File: config.mk
export PLATFORM = sky130hd
export DESIGN_NAME = read_buffer
export DESIGN_NICKNAME = d
export VERILOG_FILES = /design/src/rtl/read_buffer.sv
export SDC_FILE = /design/constraint.sdc
export NUM_CORES = 2
export LEC_CHECK = 0
export ABC_AREA = 1
export CELL_PAD_IN_SITES_DETAIL_PLACEMENT = 1
export CELL_PAD_IN_SITES_GLOBAL_PLACEMENT = 2
export CORE_UTILIZATION = 25
export CTS_BUF_LIST = sky130_fd_sc_hd__clkbuf_8 sky130_fd_sc_hd__clkbuf_16
export DETAILED_ROUTE_END_ITERATION = 12
export PLACE_DENSITY_LB_ADDON = 0.1
export REMOVE_ABC_BUFFERS = 1
export SETUP_SLACK_MARGIN = 0.02
export SYNTH_ARGS = -nofsm -noshare
export SYNTH_HDL_FRONTEND = slang
export SYNTH_SLANG_ARGS = --single-unit
File: constraint.sdc
create_clock -name clk -period 2.6 [get_ports clk]
set_input_delay 0.39 -clock clk [delete_from_list [all_inputs] [get_ports clk]]
set_output_delay 0.39 -clock clk [all_outputs]
set_load 0.05 [all_outputs]
File: src/rtl/read_buffer.sv
// read_buffer: one-line read cache in front of the CCI read channel.
// Serves 32-bit word reads from the most recently fetched cache line and
// fetches whole lines on a miss, a direct read, or after an invalidate.
module read_buffer #(
    parameter int ADDR_LMT    = 20,
    parameter int MDATA       = 14,
    parameter int CACHE_WIDTH = 512,
    parameter int DATA_WIDTH  = 32
) (
    input  logic                                              clk,
    input  logic                                              rst,
    // CCI read request channel
    output logic [ADDR_LMT-1:0]                               rd_req_addr,
    output logic [MDATA-1:0]                                  rd_req_mdata,
    output logic                                              rd_req_en,
    input  logic                                              rd_req_almostfull,
    // CCI read response channel
    input  logic                                              rd_rsp_valid,
    input  logic [MDATA-1:0]                                  rd_rsp_mdata,
    input  logic [CACHE_WIDTH-1:0]                            rd_rsp_data,
    // Datapath read port
    input  logic                                              rd_en,
    input  logic [ADDR_LMT+$clog2(CACHE_WIDTH/DATA_WIDTH)-1:0] rd_addr,
    input  logic                                              rd_direct,
    input  logic                                              invalidate,
    output logic                                              rd_valid,
    output logic [DATA_WIDTH-1:0]                             rd_data,
    output logic [CACHE_WIDTH-1:0]                            rd_line,
    output logic                                              rd_busy,
    input  logic                                              start
);

    localparam int WORDS = CACHE_WIDTH / DATA_WIDTH;
    localparam int OFF_W = $clog2(WORDS);

    typedef enum logic [1:0] {
        S_IDLE  = 2'd0,
        S_READY = 2'd1,
        S_REQ   = 2'd2,
        S_WAIT  = 2'd3
    } state_e;

    // Controller state
    state_e                  state_q,       state_d;
    logic                    line_valid_q,  line_valid_d;
    logic [ADDR_LMT-1:0]     line_tag_q,    line_tag_d;
    logic [CACHE_WIDTH-1:0]  line_q,        line_d;
    logic [MDATA-1:0]        tag_ctr_q,     tag_ctr_d;
    logic [ADDR_LMT-1:0]     pend_line_q,   pend_line_d;
    logic [OFF_W-1:0]        pend_off_q,    pend_off_d;
    // Set when invalidate arrives while a fetch is outstanding: the returning
    // line may already be stale, so it is handed to the client but not kept.
    logic                    inval_seen_q,  inval_seen_d;

    // Registered outputs
    logic [ADDR_LMT-1:0]     rd_req_addr_q,  rd_req_addr_d;
    logic [MDATA-1:0]        rd_req_mdata_q, rd_req_mdata_d;
    logic                    rd_req_en_q,    rd_req_en_d;
    logic                    rd_valid_q,     rd_valid_d;
    logic [DATA_WIDTH-1:0]   rd_data_q,      rd_data_d;
    logic [CACHE_WIDTH-1:0]  rd_line_q,      rd_line_d;

    // Address split and word-indexed views of the stored and returned lines
    logic [ADDR_LMT-1:0]                 req_line;
    logic [OFF_W-1:0]                    req_off;
    logic [WORDS-1:0][DATA_WIDTH-1:0]    line_words;
    logic [WORDS-1:0][DATA_WIDTH-1:0]    rsp_words;
    logic                                hit;
    logic                                rsp_match;

    assign req_line   = rd_addr[ADDR_LMT+OFF_W-1:OFF_W];
    assign req_off    = rd_addr[OFF_W-1:0];
    assign line_words = line_q;
    assign rsp_words  = rd_rsp_data;

    // An invalidate in the same cycle wins over the hit.
    assign hit       = line_valid_q && (line_tag_q == req_line) && !rd_direct && !invalidate;
    // The last issued tag is held in rd_req_mdata_q, so it doubles as the match key.
    assign rsp_match = rd_rsp_valid && (rd_rsp_mdata == rd_req_mdata_q);

    // Next-state and output computation for the read controller
    always_comb begin
        // NOTE: every signal gets its hold/idle value first so no path through
        // the case below leaves one unassigned, which would infer a latch.
        state_d        = state_q;
        line_valid_d   = line_valid_q;
        line_tag_d     = line_tag_q;
        line_d         = line_q;
        tag_ctr_d      = tag_ctr_q;
        pend_line_d    = pend_line_q;
        pend_off_d     = pend_off_q;
        inval_seen_d   = inval_seen_q;
        rd_req_addr_d  = rd_req_addr_q;
        rd_req_mdata_d = rd_req_mdata_q;
        rd_req_en_d    = 1'b0;
        rd_valid_d     = 1'b0;
        rd_data_d      = rd_data_q;
        rd_line_d      = rd_line_q;

        case (state_q)
            S_IDLE: begin
                if (start) begin
                    state_d = S_READY;
                end
            end

            S_READY: begin
                if (invalidate) begin
                    line_valid_d = 1'b0;
                end
                if (rd_en) begin
                    if (hit) begin
                        rd_data_d  = line_words[req_off];
                        rd_line_d  = line_q;
                        rd_valid_d = 1'b1;
                    end else begin
                        pend_line_d = req_line;
                        pend_off_d  = req_off;
                        state_d     = S_REQ;
                    end
                end
            end

            S_REQ: begin
                if (invalidate) begin
                    line_valid_d = 1'b0;
                end
                if (!rd_req_almostfull) begin
                    rd_req_addr_d  = pend_line_q;
                    rd_req_mdata_d = tag_ctr_q;
                    rd_req_en_d    = 1'b1;
                    tag_ctr_d      = tag_ctr_q + 1'b1;
                    inval_seen_d   = 1'b0;
                    state_d        = S_WAIT;
                end
            end

            S_WAIT: begin
                if (invalidate) begin
                    line_valid_d = 1'b0;
                    inval_seen_d = 1'b1;
                end
                if (rsp_match) begin
                    line_d       = rd_rsp_data;
                    line_tag_d   = pend_line_q;
                    line_valid_d = !(inval_seen_q || invalidate);
                    rd_data_d    = rsp_words[pend_off_q];
                    rd_line_d    = rd_rsp_data;
                    rd_valid_d   = 1'b1;
                    state_d      = S_READY;
                end
            end

            default: begin
                state_d = S_IDLE;
            end
        endcase
    end

    // State and output registers with asynchronous active-low reset
    always_ff @(posedge clk or negedge rst) begin
        if (!rst) begin
            state_q        <= S_IDLE;
            line_valid_q   <= 1'b0;
            line_tag_q     <= '0;
            // NOTE: the line buffer is reset as well so rd_line never exposes
            // undefined data; it is a single register, not a RAM.
            line_q         <= '0;
            tag_ctr_q      <= '0;
            pend_line_q    <= '0;
            pend_off_q     <= '0;
            inval_seen_q   <= 1'b0;
            rd_req_addr_q  <= '0;
            rd_req_mdata_q <= '0;
            rd_req_en_q    <= 1'b0;
            rd_valid_q     <= 1'b0;
            rd_data_q      <= '0;
            rd_line_q      <= '0;
        end else begin
            // NOTE: non-blocking assignments so every register samples the
            // values computed from the previous cycle's state.
            state_q        <= state_d;
            line_valid_q   <= line_valid_d;
            line_tag_q     <= line_tag_d;
            line_q         <= line_d;
            tag_ctr_q      <= tag_ctr_d;
            pend_line_q    <= pend_line_d;
            pend_off_q     <= pend_off_d;
            inval_seen_q   <= inval_seen_d;
            rd_req_addr_q  <= rd_req_addr_d;
            rd_req_mdata_q <= rd_req_mdata_d;
            rd_req_en_q    <= rd_req_en_d;
            rd_valid_q     <= rd_valid_d;
            rd_data_q      <= rd_data_d;
            rd_line_q      <= rd_line_d;
        end
    end

    assign rd_req_addr  = rd_req_addr_q;
    assign rd_req_mdata = rd_req_mdata_q;
    assign rd_req_en    = rd_req_en_q;
    assign rd_valid     = rd_valid_q;
    assign rd_data      = rd_data_q;
    assign rd_line      = rd_line_q;
    assign rd_busy      = (state_q != S_READY);

endmodule

== Word-level counts from Yosys, hierarchy flattened ==
Cells that the tools add are included.
Operators by class
  add/sub/neg operators: 1
  mux-type cells: 30
  reduce and logical (&&, ||, !) cells: 19
  bitwise logic cells: 2
  $lt $le $gt $ge: 2
  equality and inequality tests: 13
Operator list (count)
  $mux 512: 3
  $pmux 512 s2: 1
  $bmux 32 s4: 2
  $mux 32: 5
  $pmux 32 s2: 1
  $eq 20x20->1: 1
  $add 14x1->14 const B: 1
  $eq 14x14->1: 1
  $ne 2x2->1 const B: 7
  $lt 4x5->1 const B: 2
  $mux 2: 5
  $mux 1: 9
  $pmux 2 s4: 1
  $pmux 1 s2: 3
  $reduce_and 3->1: 2
  $reduce_bool 2->1: 3
  $reduce_and 5->1: 1
  $eq 2x2->1 const B: 2
  $logic_and 1x1->1: 4
  $reduce_and 2->1: 2
  $reduce_and 4->1: 1
  $logic_not 1->1: 3
  $eq 2x1->1 const B: 1
  $logic_not 2->1: 1
  4 further kinds: 5
Word-level totals
  register bits: 1154
  logic and storage cells: 81
  input port bits: 558
  output and inout bits: 581

== Longest topological paths before layout ==
  word-level depth: 7
  mapped depth: 14

== Worst setup path after synthesis ==
OpenSTA, ideal clock, no wires.
  kind: reg2reg
  start point: register rd_req_mdata_q[1], in the netlist rd_req_mdata[1]
  end point: register rd_line_q[282], in the netlist rd_line[282]
  data required time: 2.481 ns
  stages on the path, launching flop included: 15
  slack: 0.363 ns
  data arrival time: 2.118 ns
  buffers on the path: 3
  cell sequence: dfrtp_1 > inv_1 > nand2_1 > nand2_1 > nor2_1 > nand2_1 > nor2_1 > nand2_1 > a21oi_2 > nand3_1 > buf_2 > buf_2 > buf_2 > nand2_1 > nand2_1
On the way
  longest elaborated chain between the ends: 4
RTL lines
  from (decl): line 57  | logic [MDATA-1:0] rd_req_mdata_q, rd_req_mdata_d;
  from (signal assigned): line 191  | rd_req_mdata_q <= rd_req_mdata_d;
  $eq 14x14->1: line 79  | assign rsp_match = rd_rsp_valid && (rd_rsp_mdata == rd_req_mdata_q);
  $logic_and 1x1->1: line 79
  $ne 2x2->1 (no source line)
  $reduce_and 4->1 (no source line)
  to (signal assigned): line 195  | rd_line_q <= rd_line_d;
  to (decl): line 61  | logic [CACHE_WIDTH-1:0] rd_line_q, rd_line_d;
No other way between the ends.
A chain may end at the register's enable or synchronous reset.

== Worst setup path in the final report ==
  start point: register rd_line_q[141], in the netlist rd_line[141]
  end point: output rd_line[141]
RTL lines
  to (decl): line 28  | output logic [CACHE_WIDTH-1:0] rd_line,
No word-level cell between the ends.

==> impl_metrics.py <==
metrics = {
    "status": {
        "run_status": "finished, final reports clean",
    },
    "layout": {
        "ff_latch_area_mm2": 0.0289,
        "fill_cells": 29900,
        "drive_above_1_share_pct": 6.10,
        "finalNetCount": 10500,
        "final_area_mm2": 0.0843,
        "multi_input_area_mm2": 0.0263,
        "area_growth_pct": 36.3,
    },
    "synthesis": {
        "synth_compound_area_share_pct": 9.39,
        "synthSimpleGateAreaFrac_pct": 32.8,
        "synth_top_area_share_pct": 46.7,
        "syn_inst": 8977,
        "dominantRegCellSynth": "dfrtp_1",
        "synth_top_family_by_area": "simple AND/OR/NAND/NOR gates",
        "async_flop_share_pct": 100,
        "syn_area_mm2": 0.0618,
        "synth.area.top_cells": "dfrtp_1 (47%), nand2_1 (21%), nand3_1 (11%), o21ai_0 (8.9%), inv_1 (6.7%)",
        "synth_area_leader_cell": "dfrtp_1",
        "synth-edff-count": 0,
        "synthMuxAreaShare_pct": 0,
        "synth_xor_area_share_pct": 0.212,
        "synth_fa_ha_area_share_pct": 0.121,
        "yosys.cell_types.count": 23,
        "seq_area_frac_synth_pct": 46.7,
        "synth_most_common_cell": "nand2_1",
        "yosys-top-cells-count": "nand2_1 (3453), nand3_1 (1419), dfrtp_1 (1154)",
        "syn_area_per_cell_um2": 6.89,
        "ys_ff_latch": 1154,
        "ys_warn_count": 0,
    },
    "hold_path": {
        "hp-start": "rd_addr[0]",
        "min_to": "pend_off_q[0]",
        "hold_depth": 3,
        "min_path_type": "in2reg",
    },
    "timing": {
        "relSlewSlack_pct": 38.8,
        "finalHoldViolCount": 0,
        "setup_viol": 0,
        "worstMarginPinSlew_ps": 908,
        "setup-tns-final_ps": 0,
        "fmaxAchievable_mhz": 398,
        "finClkSkew_ps": 41.2,
        "rsz0062_at_grt": "no",
        "period_share_pct": 96.7,
        "fin_crit_ps": 2510,
        "holdWs_ps": 111,
        "drv_slew": 0,
    },
    "worst_setup_path": {
        "crit_path_max_fanout": 2,
        "end_kind": "primary output",
        "r2r_slack_ps": 180,
        "r2r-start": "rd_req_mdata[7]",
        "slowest_stage": "clkdlybuf4s50_1",
        "crit_path_cell_trace": "clkdlybuf4s50_1",
        "max_stage_delay_ps": 850,
        "cp.arrival_ps": 2120,
        "crit_type": "reg2out",
        "setup.worst_path.start": "rd_line[141]",
        "critPathTopFamily": "buffers and inverters",
        "path_buf_inv": 1,
        "worstRegToRegCells": 13,
        "r2r_end": "rd_line[75]",
        "start_kind": "register",
        "cp.required_ps": 2210,
    },
    "placed_design": {
        "gp_congestion": 0.851,
        "io_buffer_count": 1138,
        "placed_area_mm2": 0.0790,
        "dp_hpwl_mm": 240,
    },
    "clock_tree": {
        "post-cts-setup-buffer-count": 0,
        "cts_root_buf": "clkbuf_16",
        "cts_buffer_depth": 3,
        "numCtsBuffers": 153,
        "clock_latency_ps": 820,
        "cts_tree": "built",
        "clock_sinks": 1154,
        "h-tree-depth": 4,
        "path_clk_slew_ps": 60,
    },
    "power_and_ir_drop": {
        "vdd_ir_drop_max_v": 0.000812,
        "p_per_area_mw_per_mm2": 1020,
        "leakage_nw": 41.5,
        "power_mw": 85.8,
    },
    "route": {
        "drc_errors": 0,
        "drtPass1Iterations": 5,
        "routedWlPerCell_um": 24.7,
        "detail-route-antenna-nets": 0,
        "drt-initial-drc-count": 3883,
        "vias": 63400,
        "viasPerCell": 4.75,
        "drt_wl_total_mm": 330,
    },
    "run": {
        "max_cap_violations": 0,
    },
    "floorplanning": {
        "start_util_pct": 25.1,
        "ioPinCount": 1139,
        "core_area_mm2": 0.246,
        "dieArea_mm2": 0.249,
        "die_y_um": 499,
        "die_w_um": 499,
        "rows": 182,
    },
    "grt": {
        "grt_pass1_wl_mm": 479,
        "grt_usage_pct": 26.1,
        "antenna_found_initial": 77,
        "grt_overflow": 0,
        "grt_pass1_vias": 66800,
        "grt_max_degree": 122,
    },
}
[area by class of cell]
class | count | area share [%]
Tap cell | 3220 | 4.78
Sequential cell | 1154 | 34.3
Inverter | 1100 | 4.95
Multi-Input combinational cell | 6082 | 31.2
Timing Repair Buffer | 1480 | 18.5
Clock buffer | 191 | 5.28
Clock inverter | 89 | 0.914
Antenna cell | 30 | 0.0890
[cells by family (layout without fill, tap and decap cells)]
kind of cell             Yosys count  after routing
AND/OR/NAND/NOR                 4919           4919
buffers and inverters           1741           2860
flip-flops                      1154           1154
AO/OA/AOI/OAI                   1142           1142
XOR/XNOR                          15             15
adder cells (fa/ha/maj)            6              6
other                              0             30
[registers in the layout, indices dropped and copies added (netlist names)]
register	count
pend_off_q	4
state_q	2
line_q	512
rd_req_en	1
line_tag_q	20
pend_line_q	20
line_valid_q	1
rd_line	512
inval_seen_q	1
tag_ctr_q	14
rd_data	32
rd_req_addr	20
rd_valid	1
rd_req_mdata	14
[cell usage in the layout, fill, tap and decap left out, types with 3 or more instances in the layout]
master and count:
buf_12 126, diode_2 30, o211ai_1 32, clkbuf_8 30, o21ai_0 1102, bufinv_16 12, inv_1 1126, clkinvlp_4 3
dlygate4sd2_1 22, ha_1 5, buf_4 217, dfrtp_4 4, clkdlybuf4s50_1 1106, nor2_1 35, xor2_1 8, clkinv_2 35
clkbuf_16 163, nand4_1 7, nand2_1 3453, inv_8 4, inv_4 3, a21oi_1 4, nand3_1 1416, dfrtp_1 1149
xnor2_1 7
[worst max path at each step]
stage / endpoint / cells after the start
global placement: rd_line[459] / 13
floorplan: rd_data[0] / 5
detailed placement: rd_line[459] / 13
CTS: rd_line[256] / 1
finish: rd_line[141] / 1
global route: rd_line[397] / 1
[report_power, final]
part | leakage (nW) | switching (mW) | internal [mW]
clock | 2.73 | 9.14 | 13.2
combinational | 23.0 | 29.3 | 12.2
sequential | 15.8 | 1.69 | 20.2
total | 41.5 | 40.1 | 45.7
[repair_timing]
item                                    4_1_cts  5_1_grt
hold buffers                                  1        0
pin swaps                                     0        1
endpoints found under the hold margin       282        0
gates resized for setup                      22        6
gates cloned                                  0        1
endpoints found under the setup margin       22       32
[per-stage QoR]
| step | utilization [%] | worst slack (ps) | cells |
|---|---|---|---|
| after floorplan | - | -64760 | 8336 |
| after global placement | 32.1 | -400 | 13000 |
| after detailed placement | 32.1 | -422 | 13000 |
| after CTS | 34.2 | 24.6 | 13300 |
| after global routing | 34.3 | 20.3 | 13300 |
| final | 34.3 | 86.9 | 13300 |
[per-layer routing]
metal	wire length, µm	global-route usage (%)	vias to the layer above	part of all wire, %
met5	479	0	-	0.15
met4	14200	11.5	74	4.3
li1	-	-	30100	-
met1	143000	33.1	31300	43
met3	17100	5.26	478	5.2
met2	155000	42.7	1419	47
Note: power is estimated with default switching activity, not from simulation.
